### src/rtl/painterengine_gpu_clip_stream.sv
// Texture clip stage: align anchor, clip source to texture, clip destination to limit window (mirror-aware).
// Fixed 7-cycle accept-to-response latency; one request in flight; response held under backpressure. Stats: PAINTERENGINE_GPU_CLIP_STATS_EN.
module painterengine_gpu_clip_stream #(
  parameter int PARAM_COORD_WIDTH = 16,
  parameter int PARAM_STAT_WIDTH  = 16
) (
  input  logic                         i_wire_clock,
  input  logic                         i_wire_resetn,
  input  logic                         i_wire_req_valid,
  output logic                         o_wire_req_ready,
  input  logic [PARAM_COORD_WIDTH-1:0] i_wire_texture_width,
  input  logic [PARAM_COORD_WIDTH-1:0] i_wire_texture_height,
  input  logic [PARAM_COORD_WIDTH-1:0] i_wire_clip_x,
  input  logic [PARAM_COORD_WIDTH-1:0] i_wire_clip_y,
  input  logic [PARAM_COORD_WIDTH-1:0] i_wire_clip_width,
  input  logic [PARAM_COORD_WIDTH-1:0] i_wire_clip_height,
  input  logic [PARAM_COORD_WIDTH-1:0] i_wire_x,
  input  logic [PARAM_COORD_WIDTH-1:0] i_wire_y,
  input  logic [PARAM_COORD_WIDTH-1:0] i_wire_limit_left,
  input  logic [PARAM_COORD_WIDTH-1:0] i_wire_limit_top,
  input  logic [PARAM_COORD_WIDTH-1:0] i_wire_limit_right,
  input  logic [PARAM_COORD_WIDTH-1:0] i_wire_limit_bottom,
  input  logic [3:0]                   i_wire_texture_align,
  input  logic [2:0]                   i_wire_texture_mirror_mode,
  output logic                         o_wire_rsp_valid,
  input  logic                         i_wire_rsp_ready,
  output logic [PARAM_COORD_WIDTH-1:0] o_wire_x,
  output logic [PARAM_COORD_WIDTH-1:0] o_wire_y,
  output logic [PARAM_COORD_WIDTH-1:0] o_wire_clipx,
  output logic [PARAM_COORD_WIDTH-1:0] o_wire_clipy,
  output logic [PARAM_COORD_WIDTH-1:0] o_wire_clipw,
  output logic [PARAM_COORD_WIDTH-1:0] o_wire_cliph,
  output logic                         o_wire_reject,
`ifdef PAINTERENGINE_GPU_CLIP_STATS_EN
  input  logic                         i_wire_stat_clear,
  output logic [PARAM_STAT_WIDTH-1:0]  o_wire_stat_accepted,
  output logic [PARAM_STAT_WIDTH-1:0]  o_wire_stat_rejected,
`endif
  output logic                         o_wire_busy
);

  localparam int W  = PARAM_COORD_WIDTH;
  localparam int IW = PARAM_COORD_WIDTH + 2;

  typedef logic signed [IW-1:0] ival_t;

  typedef enum logic [2:0] {
    S_IDLE, S_ALIGN, S_TEX_X, S_TEX_Y, S_TEX_WH, S_LIM_X, S_LIM_Y, S_RESP
  } state_t;

  function automatic ival_t sx(input logic [W-1:0] v);
    return {{2{v[W-1]}}, v};
  endfunction

  state_t        state_q;
  ival_t         x_q, y_q, cx_q, cy_q, cw_q, ch_q, tw_q, th_q;
  ival_t         lim_l_q, lim_t_q, lim_r_q, lim_b_q;
  logic [3:0]    align_q;
  logic [2:0]    mirror_q;
  logic          rej_q;
  logic          rsp_valid_q, out_rej_q;
  logic [W-1:0]  out_x_q, out_y_q, out_cx_q, out_cy_q, out_cw_q, out_ch_q;

  ival_t hw, hh, ax, ay;
  ival_t lx_raw, rx_raw, ly_raw, ry_raw, lx, rx, ly, ry, lrx, lry;
  logic  mir_h, mir_v, accept;

  assign accept = (state_q == S_IDLE) && i_wire_req_valid;
  assign mir_h  = mirror_q[0];
  assign mir_v  = mirror_q[1];

  assign hw = cw_q >>> 1;
  assign hh = ch_q >>> 1;

  // Numpad anchor: columns 1/4/7 left, 2/5/8 centre, 3/6/9 right; rows 7-9 top, 4-6 middle, 1-3 bottom.
  always_comb begin
    ax = x_q;
    ay = y_q;
    case (align_q)
      4'd8, 4'd5, 4'd2: ax = x_q - hw;
      4'd9, 4'd6, 4'd3: ax = x_q - cw_q;
      default:          ax = x_q;
    endcase
    case (align_q)
      4'd4, 4'd5, 4'd6: ay = y_q - hh;
      4'd1, 4'd2, 4'd3: ay = y_q - ch_q;
      default:          ay = y_q;
    endcase
  end

  // Pixels cut on the low (l) and high (r) side of the limit window.
  assign lx_raw = lim_l_q - x_q;
  assign rx_raw = x_q + cw_q - ival_t'(1) - lim_r_q;
  assign ly_raw = lim_t_q - y_q;
  assign ry_raw = y_q + ch_q - ival_t'(1) - lim_b_q;
  assign lx     = (lx_raw > ival_t'(0)) ? lx_raw : ival_t'(0);
  assign rx     = (rx_raw > ival_t'(0)) ? rx_raw : ival_t'(0);
  assign ly     = (ly_raw > ival_t'(0)) ? ly_raw : ival_t'(0);
  assign ry     = (ry_raw > ival_t'(0)) ? ry_raw : ival_t'(0);
  assign lrx    = lx + rx;
  assign lry    = ly + ry;

  always_ff @(posedge i_wire_clock or negedge i_wire_resetn) begin
    if (!i_wire_resetn) begin
      state_q     <= S_IDLE;
      x_q         <= '0;
      y_q         <= '0;
      cx_q        <= '0;
      cy_q        <= '0;
      cw_q        <= '0;
      ch_q        <= '0;
      tw_q        <= '0;
      th_q        <= '0;
      lim_l_q     <= '0;
      lim_t_q     <= '0;
      lim_r_q     <= '0;
      lim_b_q     <= '0;
      align_q     <= '0;
      mirror_q    <= '0;
      rej_q       <= 1'b0;
      rsp_valid_q <= 1'b0;
      out_rej_q   <= 1'b0;
      out_x_q     <= '0;
      out_y_q     <= '0;
      out_cx_q    <= '0;
      out_cy_q    <= '0;
      out_cw_q    <= '0;
      out_ch_q    <= '0;
    end else begin
      case (state_q)
        S_IDLE: begin
          if (accept) begin
            tw_q     <= sx(i_wire_texture_width);
            th_q     <= sx(i_wire_texture_height);
            cx_q     <= sx(i_wire_clip_x);
            cy_q     <= sx(i_wire_clip_y);
            cw_q     <= sx(i_wire_clip_width);
            ch_q     <= sx(i_wire_clip_height);
            x_q      <= sx(i_wire_x);
            y_q      <= sx(i_wire_y);
            lim_l_q  <= sx(i_wire_limit_left);
            lim_t_q  <= sx(i_wire_limit_top);
            lim_r_q  <= sx(i_wire_limit_right);
            lim_b_q  <= sx(i_wire_limit_bottom);
            align_q  <= i_wire_texture_align;
            mirror_q <= i_wire_texture_mirror_mode;
            rej_q    <= 1'b0;
            state_q  <= S_ALIGN;
          end
        end
        S_ALIGN: begin
          if (mirror_q[2]) begin
            rej_q <= 1'b1;
          end else begin
            x_q <= ax;
            y_q <= ay;
          end
          state_q <= S_TEX_X;
        end
        S_TEX_X: begin
          if (!rej_q) begin
            if (cx_q >= tw_q) begin
              rej_q <= 1'b1;
            end else if (cx_q < ival_t'(0)) begin
              x_q  <= x_q - cx_q;
              cw_q <= cw_q + cx_q;
              cx_q <= '0;
            end
          end
          state_q <= S_TEX_Y;
        end
        S_TEX_Y: begin
          if (!rej_q) begin
            if (cy_q >= th_q) begin
              rej_q <= 1'b1;
            end else if (cy_q < ival_t'(0)) begin
              y_q  <= y_q - cy_q;
              ch_q <= ch_q + cy_q;
              cy_q <= '0;
            end
          end
          state_q <= S_TEX_WH;
        end
        S_TEX_WH: begin
          if (!rej_q) begin
            if (cw_q <= ival_t'(0) || ch_q <= ival_t'(0)) begin
              rej_q <= 1'b1;
            end else begin
              if (cx_q + cw_q > tw_q) cw_q <= tw_q - cx_q;
              if (cy_q + ch_q > th_q) ch_q <= th_q - cy_q;
            end
          end
          state_q <= S_LIM_X;
        end
        S_LIM_X: begin
          if (!rej_q) begin
            if (lrx >= cw_q) begin
              rej_q <= 1'b1;
            end else begin
              cw_q <= cw_q - lrx;
              x_q  <= x_q + lx;
              cx_q <= cx_q + (mir_h ? rx : lx);
            end
          end
          state_q <= S_LIM_Y;
        end
        S_LIM_Y: begin
          if (!rej_q) begin
            if (lry >= ch_q) begin
              rej_q <= 1'b1;
            end else begin
              ch_q <= ch_q - lry;
              y_q  <= y_q + ly;
              cy_q <= cy_q + (mir_v ? ry : ly);
            end
          end
          state_q <= S_RESP;
        end
        S_RESP: begin
          // First RESP cycle loads the result registers; later cycles wait for the handshake.
          if (!rsp_valid_q) begin
            out_x_q     <= x_q[W-1:0];
            out_y_q     <= y_q[W-1:0];
            out_cx_q    <= cx_q[W-1:0];
            out_cy_q    <= cy_q[W-1:0];
            out_cw_q    <= rej_q ? '0 : cw_q[W-1:0];
            out_ch_q    <= rej_q ? '0 : ch_q[W-1:0];
            out_rej_q   <= rej_q;
            rsp_valid_q <= 1'b1;
          end else if (i_wire_rsp_ready) begin
            rsp_valid_q <= 1'b0;
            state_q     <= S_IDLE;
          end
        end
        default: state_q <= S_IDLE;
      endcase
    end
  end

  assign o_wire_req_ready = (state_q == S_IDLE);
  assign o_wire_busy      = (state_q != S_IDLE);
  assign o_wire_rsp_valid = rsp_valid_q;
  assign o_wire_reject    = out_rej_q;
  assign o_wire_x         = out_x_q;
  assign o_wire_y         = out_y_q;
  assign o_wire_clipx     = out_cx_q;
  assign o_wire_clipy     = out_cy_q;
  assign o_wire_clipw     = out_cw_q;
  assign o_wire_cliph     = out_ch_q;

`ifdef PAINTERENGINE_GPU_CLIP_STATS_EN
  logic [PARAM_STAT_WIDTH-1:0] stat_acc_q, stat_acc_d, stat_rej_q, stat_rej_d;
  logic                        rej_fire;

  assign rej_fire = rsp_valid_q && i_wire_rsp_ready && out_rej_q;

  always_comb begin
    stat_acc_d = stat_acc_q;
    stat_rej_d = stat_rej_q;
    if (i_wire_stat_clear) begin
      stat_acc_d = '0;
      stat_rej_d = '0;
    end else begin
      if (accept && !(&stat_acc_q))   stat_acc_d = stat_acc_q + 1'b1;
      if (rej_fire && !(&stat_rej_q)) stat_rej_d = stat_rej_q + 1'b1;
    end
  end

  always_ff @(posedge i_wire_clock or negedge i_wire_resetn) begin
    if (!i_wire_resetn) begin
      stat_acc_q <= '0;
      stat_rej_q <= '0;
    end else begin
      stat_acc_q <= stat_acc_d;
      stat_rej_q <= stat_rej_d;
    end
  end

  assign o_wire_stat_accepted = stat_acc_q;
  assign o_wire_stat_rejected = stat_rej_q;
`endif

endmodule

### config.mk
export PLATFORM = sky130hd
export DESIGN_NAME = painterengine_gpu_clip_stream
export DESIGN_NICKNAME = d
export VERILOG_FILES = /design/src/rtl/painterengine_gpu_clip_stream.sv
export SDC_FILE = /design/constraint.sdc
export NUM_CORES = 2
export LEC_CHECK = 0
export BUFFER_PORTS_ARGS = -buffer_cell sky130_fd_sc_hd__buf_2
export CORE_ASPECT_RATIO = 1.25
export CORE_MARGIN = 10
export CORE_UTILIZATION = 64
export DETAILED_ROUTE_END_ITERATION = 8
export PLACE_DENSITY = 0.9
export SLEW_MARGIN = 0
export SYNTH_ARGS = -nofsm -noshare
export SYNTH_HDL_FRONTEND = slang
export SYNTH_SLANG_ARGS = --single-unit
### constraint.sdc
create_clock -name i_wire_clock -period 14.3 [get_ports i_wire_clock]
set_clock_uncertainty 0.1 [all_clocks]
set_input_delay 0.715 -clock i_wire_clock [delete_from_list [all_inputs] [get_ports i_wire_clock]]
set_output_delay 0.715 -clock i_wire_clock [all_outputs]
set_load 0.005 [all_outputs]
---- After elaboration in Yosys (flattened, before gate mapping) ----
Cells that the tools add are included.
Widths: inputs -> output; s select.
word-level totals
  input port bits ......................... 203
  bits in registers ....................... 313
  output and inout bits ................... 100
  word-level logic and storage cells ...... 205
operators by class
  reductions and logical operators ........ 25
  muxes and demuxes ....................... 79
  add/subtract/negate cells ............... 26
  $lt $le $gt $ge ......................... 14
  bitwise operators ....................... 1
  equal/unequal tests ..................... 36
operators by type and width
  operator               number
  $mux 18                50
  $pmux 18 s4            4
  $add 18x18->18         10
  $pmux 18 s3            2
  $sub 18x18->18         6
  $gt 18x1->1 const B    4
  $pmux 18 s2            2
  $sub 16x18->18         4
  $ge 18x16->1           2
  $ge 18x18->1           2
  $gt 18x16->1           2
  $le 18x1->1 const B    2
  $lt 18x1->1 const B    2
  $ne 2x2->1 const B     18
  $sub 18x16->18         2
  $sub 18x17->18         2
  $sub 18x2->18 const B  2
  $mux 16                2
  $pmux 3 s8             1
  $reduce_and 10->1      2
  $reduce_and 9->1       2
  $reduce_bool 4->1      4
  $mux 1                 14
  $reduce_and 7->1       2
  other kinds (20)       38

---- Depth between registers and ports, before layout ----
  depth in word-level cells ............... 10
  mapped depth ............................ 39
  mapped depth without buffers ............ 35

---- Least setup slack after synthesis ----
OpenSTA, ideal clock, no wires.
  kind .................................... register -> register
  start ................................... register cw_q[9]
  end ..................................... register x_q[17]
  clock period less this slack ............ 8322 ps
  setup time .............................. 126 ps
  path slack .............................. 5978 ps
  required time ........................... 14074 ps
  arrival ................................. 8096 ps
  buffers on the path ..................... 2
  cell stages (with the launch flop) ...... 35
  cells stage by stage .................... dfrtp_1 > clkinv_1 > fa_1 > inv_1 > ha_1 > a211o_1 > or3_1 > o211ai_1 > a21oi_1 > o211a_1 > nor3_1 > clkbuf_1 > clkbuf_1 > nor2_1 > ha_1 > fa_1 > a21o_1 > a21oi_1 > o21bai_1 > a21o_1 > a21oi_1 > o211ai_1 > a31o_2 > a21oi_1 > xor2_1 > ha_1 > nand2_1 > or3_1 > o41ai_1 > nor2_1 > a21oi_1 > a21oi_1 > nand3b_1 > mux2_2 > a311o_1
on the way
  word-level cells in the longest chain between the ends .. 9
  elaborated cells between the ends (all ways) .. 14
  those cells by class .................... add/sub: 6; order compare: 2; eq/ne: 1; mux: 4; reduce/logical: 1
ends and longest elaborated chain
  what                               line  source
  start: declaration                 56    ival_t x_q, y_q, cx_q, cy_q, cw_q, ch_q, tw_q, th_q;
  start signal: assignment           137   cw_q <= sx(i_wire_clip_width);
  start signal: assignment           166   cw_q <= cw_q + cx_q;
  start signal: assignment           189   if (cx_q + cw_q > tw_q) cw_q <= tw_q - cx_q;
  $add 18x18->18                     93    assign rx_raw = x_q + cw_q - ival_t'(1) - lim_r_q;
  $sub 18x2->18                      93
  $sub 18x16->18                     93
  $gt 18x1->1                        97    assign rx = (rx_raw > ival_t'(0)) ? rx_raw : ival_t'(0);
  $mux 18                            97
  $add 18x18->18                     100   assign lrx = lx + rx;
  $ge 18x18->1                       197   if (lrx >= cw_q) begin
  $ne 2x2->1 (no source line)        -
  $reduce_and 9->1 (no source line)  -
  end signal: assignment             139   x_q <= sx(i_wire_x);
  end signal: assignment             165   x_q <= x_q - cx_q;
  end signal: assignment             201   x_q <= x_q + lx;
  end: declaration                   56
Parallel ways exist; a longest one is shown, timed or not. The select of a mux whose other input is x is not followed.
A chain may end at the register's enable or synchronous reset.

---- Worst setup path in the final report ----
  start ................................... register ch_q[1]
  end ..................................... register ch_q[11]
on the way
  word-level cells in the longest chain between the ends .. 10
  elaborated cells between the ends (all ways) .. 22
  those cells by class .................... add/sub: 6; order compare: 4; eq/ne: 3; mux: 7; reduce/logical: 2
ends and longest elaborated chain
  what                      line  source
  start: declaration        56
  start signal: assignment  138   ch_q <= sx(i_wire_clip_height);
  start signal: assignment  178   ch_q <= ch_q + cy_q;
  start signal: assignment  190   if (cy_q + ch_q > th_q) ch_q <= th_q - cy_q;
  $add 18x18->18            95    assign ry_raw = y_q + ch_q - ival_t'(1) - lim_b_q;
  $sub 18x2->18             95
  $sub 18x16->18            95
  $gt 18x1->1               99    assign ry = (ry_raw > ival_t'(0)) ? ry_raw : ival_t'(0);
  $mux 18                   99
  $add 18x18->18            101   assign lry = ly + ry;
  $sub 18x18->18            212   ch_q <= ch_q - lry;
  $mux 18                   209   if (lry >= ch_q) begin
  $mux 18                   208   if (!rej_q) begin
  $pmux 18 s4               130   case (state_q)
Parallel ways exist; a longest one is shown, timed or not. The select of a mux whose other input is x is not followed.

==> run_results.csv <==
group,metric,value,unit
floorplan,rows,89,
global_route,antenna_found_initial,2,
timing,postLayoutSetupSlackWorst,4.96,ns
drt,avgViaCountPerCell,6.72,
critical_path,critical_path_arrival,9.70,ns
cts,ctsRootBufferMaster,"sky130_fd_sc_hd__clkbuf_16",
placed_design,placed_cell_area,32700,µm²
yosys,netlist_instances,3738,
layout,final_common_cell,"sky130_fd_sc_hd__nand2_1",
floorplan,boundaryPins,303,
timing,rsz0062_at_grt,"no",
drt,detailedRoute.firstIterationViolations,3442,
floorplan,initial_core_util,64.7,%
drt,drc_violations_left,0,
cts,post_cts_repair_resize_count,0,
layout,layout_common_cells,"371 x sky130_fd_sc_hd__nand2_1, 314 x sky130_fd_sc_hd__ha_1, 313 x sky130_fd_sc_hd__dfrtp_1",
yosys,synth.net_count,4305,
cts,cts.clk_slew.worst_paths,0.06,ns
placed_design,place.port_buffers,302,
yosys,synth-warning-count,0,
timing,final.period_utilization,65.3,%
yosys,synth_seq_cells,313,
drt,antenna_violating_nets_post_route,0,
critical_path,crit_path_top_delay_cell,"sky130_fd_sc_hd__dfrtp_1",
timing,fmaxAchievable,107,MHz
layout,drive_above_1_share,13.6,%
timing,worst_pin_slew,1.10,ns
cts,holdBufCountCts,0,
cts,tritoncts,"built",
critical_path,crit_path_max_incr_delay,0.57,ns
critical_path,worstPathMaxFanout,33,
critical_path,worst-setup-path-type,"flop to flop",
layout,final_core_util,71.5,%
global_route,globalRoute.totalOverflow,0,
timing,hold_viol_final,0,
placed_design,place_hpwl,87000,µm
layout,finalNetCount,4546,
critical_path,critical_path.endpoint_type,"flop",
status,outcome,"finished, final reports clean",
yosys,yosysSeqAreaShare,25.6,%
drt,final_routed_wire_length_divided_by_cell_count,24.3,µm
timing,totalNegativeSetupSlack,0,ns
floorplan,core,47300,µm²
drt,vias,31194,
global_route,grt_max_degree,107,
critical_path,cp.required,14.65,ns
placed_design,place_congestion,1.06,
layout,area_delta_synth_final,10.4,%
timing,slew_viol_final,0,
hold_path,hold_class,"input pin to asynchronous set/reset pin",
timing,finalSetupViolCount,0,
yosys,synthesis.area,30600,µm²
cts,htreeDepth,2,
flow_run,timing.max_cap.violations,0,
global_route,grt_first_pass_wirelength,171000,µm
global_route,vias_in_the_first_global_route,30289,
yosys,avgSynthCellArea,8.20,µm²
cts,insertion_delay,0.57,ns
placed_design,setup_slack_placement,5.15,ns
floorplan,die_area,57100,µm²
drt,drt_pass1_iterations,9,
floorplan,fp.dieW,216,µm
yosys,yosys_most_used_dff,"sky130_fd_sc_hd__dfrtp_1",
yosys,async_reset_ff_share,100,%
layout,layout.cell_area.non_filler,33800,µm²
cts,numCtsBuffers,37,
drt,detail_route.wirelength,113000,µm
timing,timing.max_slew.rel_slack,26.5,%
critical_path,critical_path_source_type,"flop",
yosys,yosysUniqueCellTypes,94,
cts,ctsLongestPathBuffers,3,
yosys,synth_enable_flop_cells,0,
timing,period_minus_slack,9.34,ns
global_route,groute.usage.overall,38.0,%
critical_path,crit_top_cell,"sky130_fd_sc_hd__a21oi_1",
floorplan,die_h,265,µm
cts,cts.sinks,313,
cts,cts_setup_buffers,0,
[area by class of cell]
class | instances | area, µm²
antenna | 2 | 5.00
clock buffer | 49 | 991
clock inverter | 11 | 97.6
fill | 3832 | 13500
inverter | 292 | 1100
multi-input combinational | 2995 | 21200
sequential | 313 | 7830
tap | 637 | 797
timing repair buffer | 340 | 1810
[through the flow]
stage	cells	hold WS, ns
3_3_place_gp	4577	0.355
3_5_place_dp	4577	0.361
5_1_grt	4639	0.179
6_report	4639	0.0733
4_1_cts	4637	0.129
2_1_floorplan	3738	0.319
[worst paths after layout]
kind | from | endpoint | slack [ns] | cells after the start
hold / removal | i_wire_resetn | o_wire_y[2] | 0.07 | 1
setup / recovery | ch_q[1] | ch_q[11] | 4.96 | 35
min in group i_wire_clock | i_wire_texture_width[8] | tw_q[8] | 0.26 | 3
setup reg to reg | ch_q[1] | ch_q[11] | 4.96 | 35
max in group asynchronous | i_wire_resetn | cx_q[15] | 11.80 | 3
hold reg to reg | o_wire_clipw[9] | o_wire_clipw[9] | 0.37 | 2
[metal layers]
| metal | wire length [µm] | track usage [%] |
|---|---|---|
| met4 | 10800 | 31.7 |
| met5 | 0 | 0 |
| met1 | 38400 | 40.9 |
| met2 | 53300 | 63.9 |
| met3 | 10100 | 7.60 |
[cell families after synthesis]
family	after synthesis	share of synthesized area [%]
compound gates	1169	25.0
simple gates	1112	17.2
buf+inv	430	5.35
fa+ha+maj	364	16.1
flops	313	25.6
xor+xnor	244	6.97
mux	106	3.83
[sequential cells by signal, indices dropped and copies added, names as in the netlist, 18 cells and up]
signal and count:
ch_q 18, cw_q 18, cx_q 18, cy_q 18, x_q 18, y_q 18
[synth_stat cells (all sizes together) (35+ instances only)]
cell	n	area share [%]
a211oi	49	1.2
a21o	85	2.1
a21oi	269	4.4
a31oi	45	0.97
and3	35	0.71
clkbuf	111	1.4
dfrtp	313	26
fa	50	3.3
ha	314	13
inv	290	3.6
mux2	87	3.2
nand2	371	4.5
nand2b	35	0.74
nand3	83	1.4
nor2	286	3.5
nor3	102	1.7
o21a	37	0.91
o21ai	297	4.9
o31ai	64	1.6
or3	36	0.74
xnor2	147	4.2
xor2	97	2.8
[worst max-delay path: cells and delay by family (launching register included)]
family / cells / cell delay (ns)
AND/OR/NAND/NOR: 7 / 1.28
flip-flops: 1 / 0.57
XOR/XNOR: 1 / 0.23
buffers and inverters: 4 / 0.65
AO/OA/AOI/OAI: 16 / 3.83
multiplexers: 1 / 0.38
adder cells (fa/ha/maj): 6 / 2.12
Power is not shown: default switching activity piles up to over one toggle a cycle in this logic, so the estimate is an artifact.
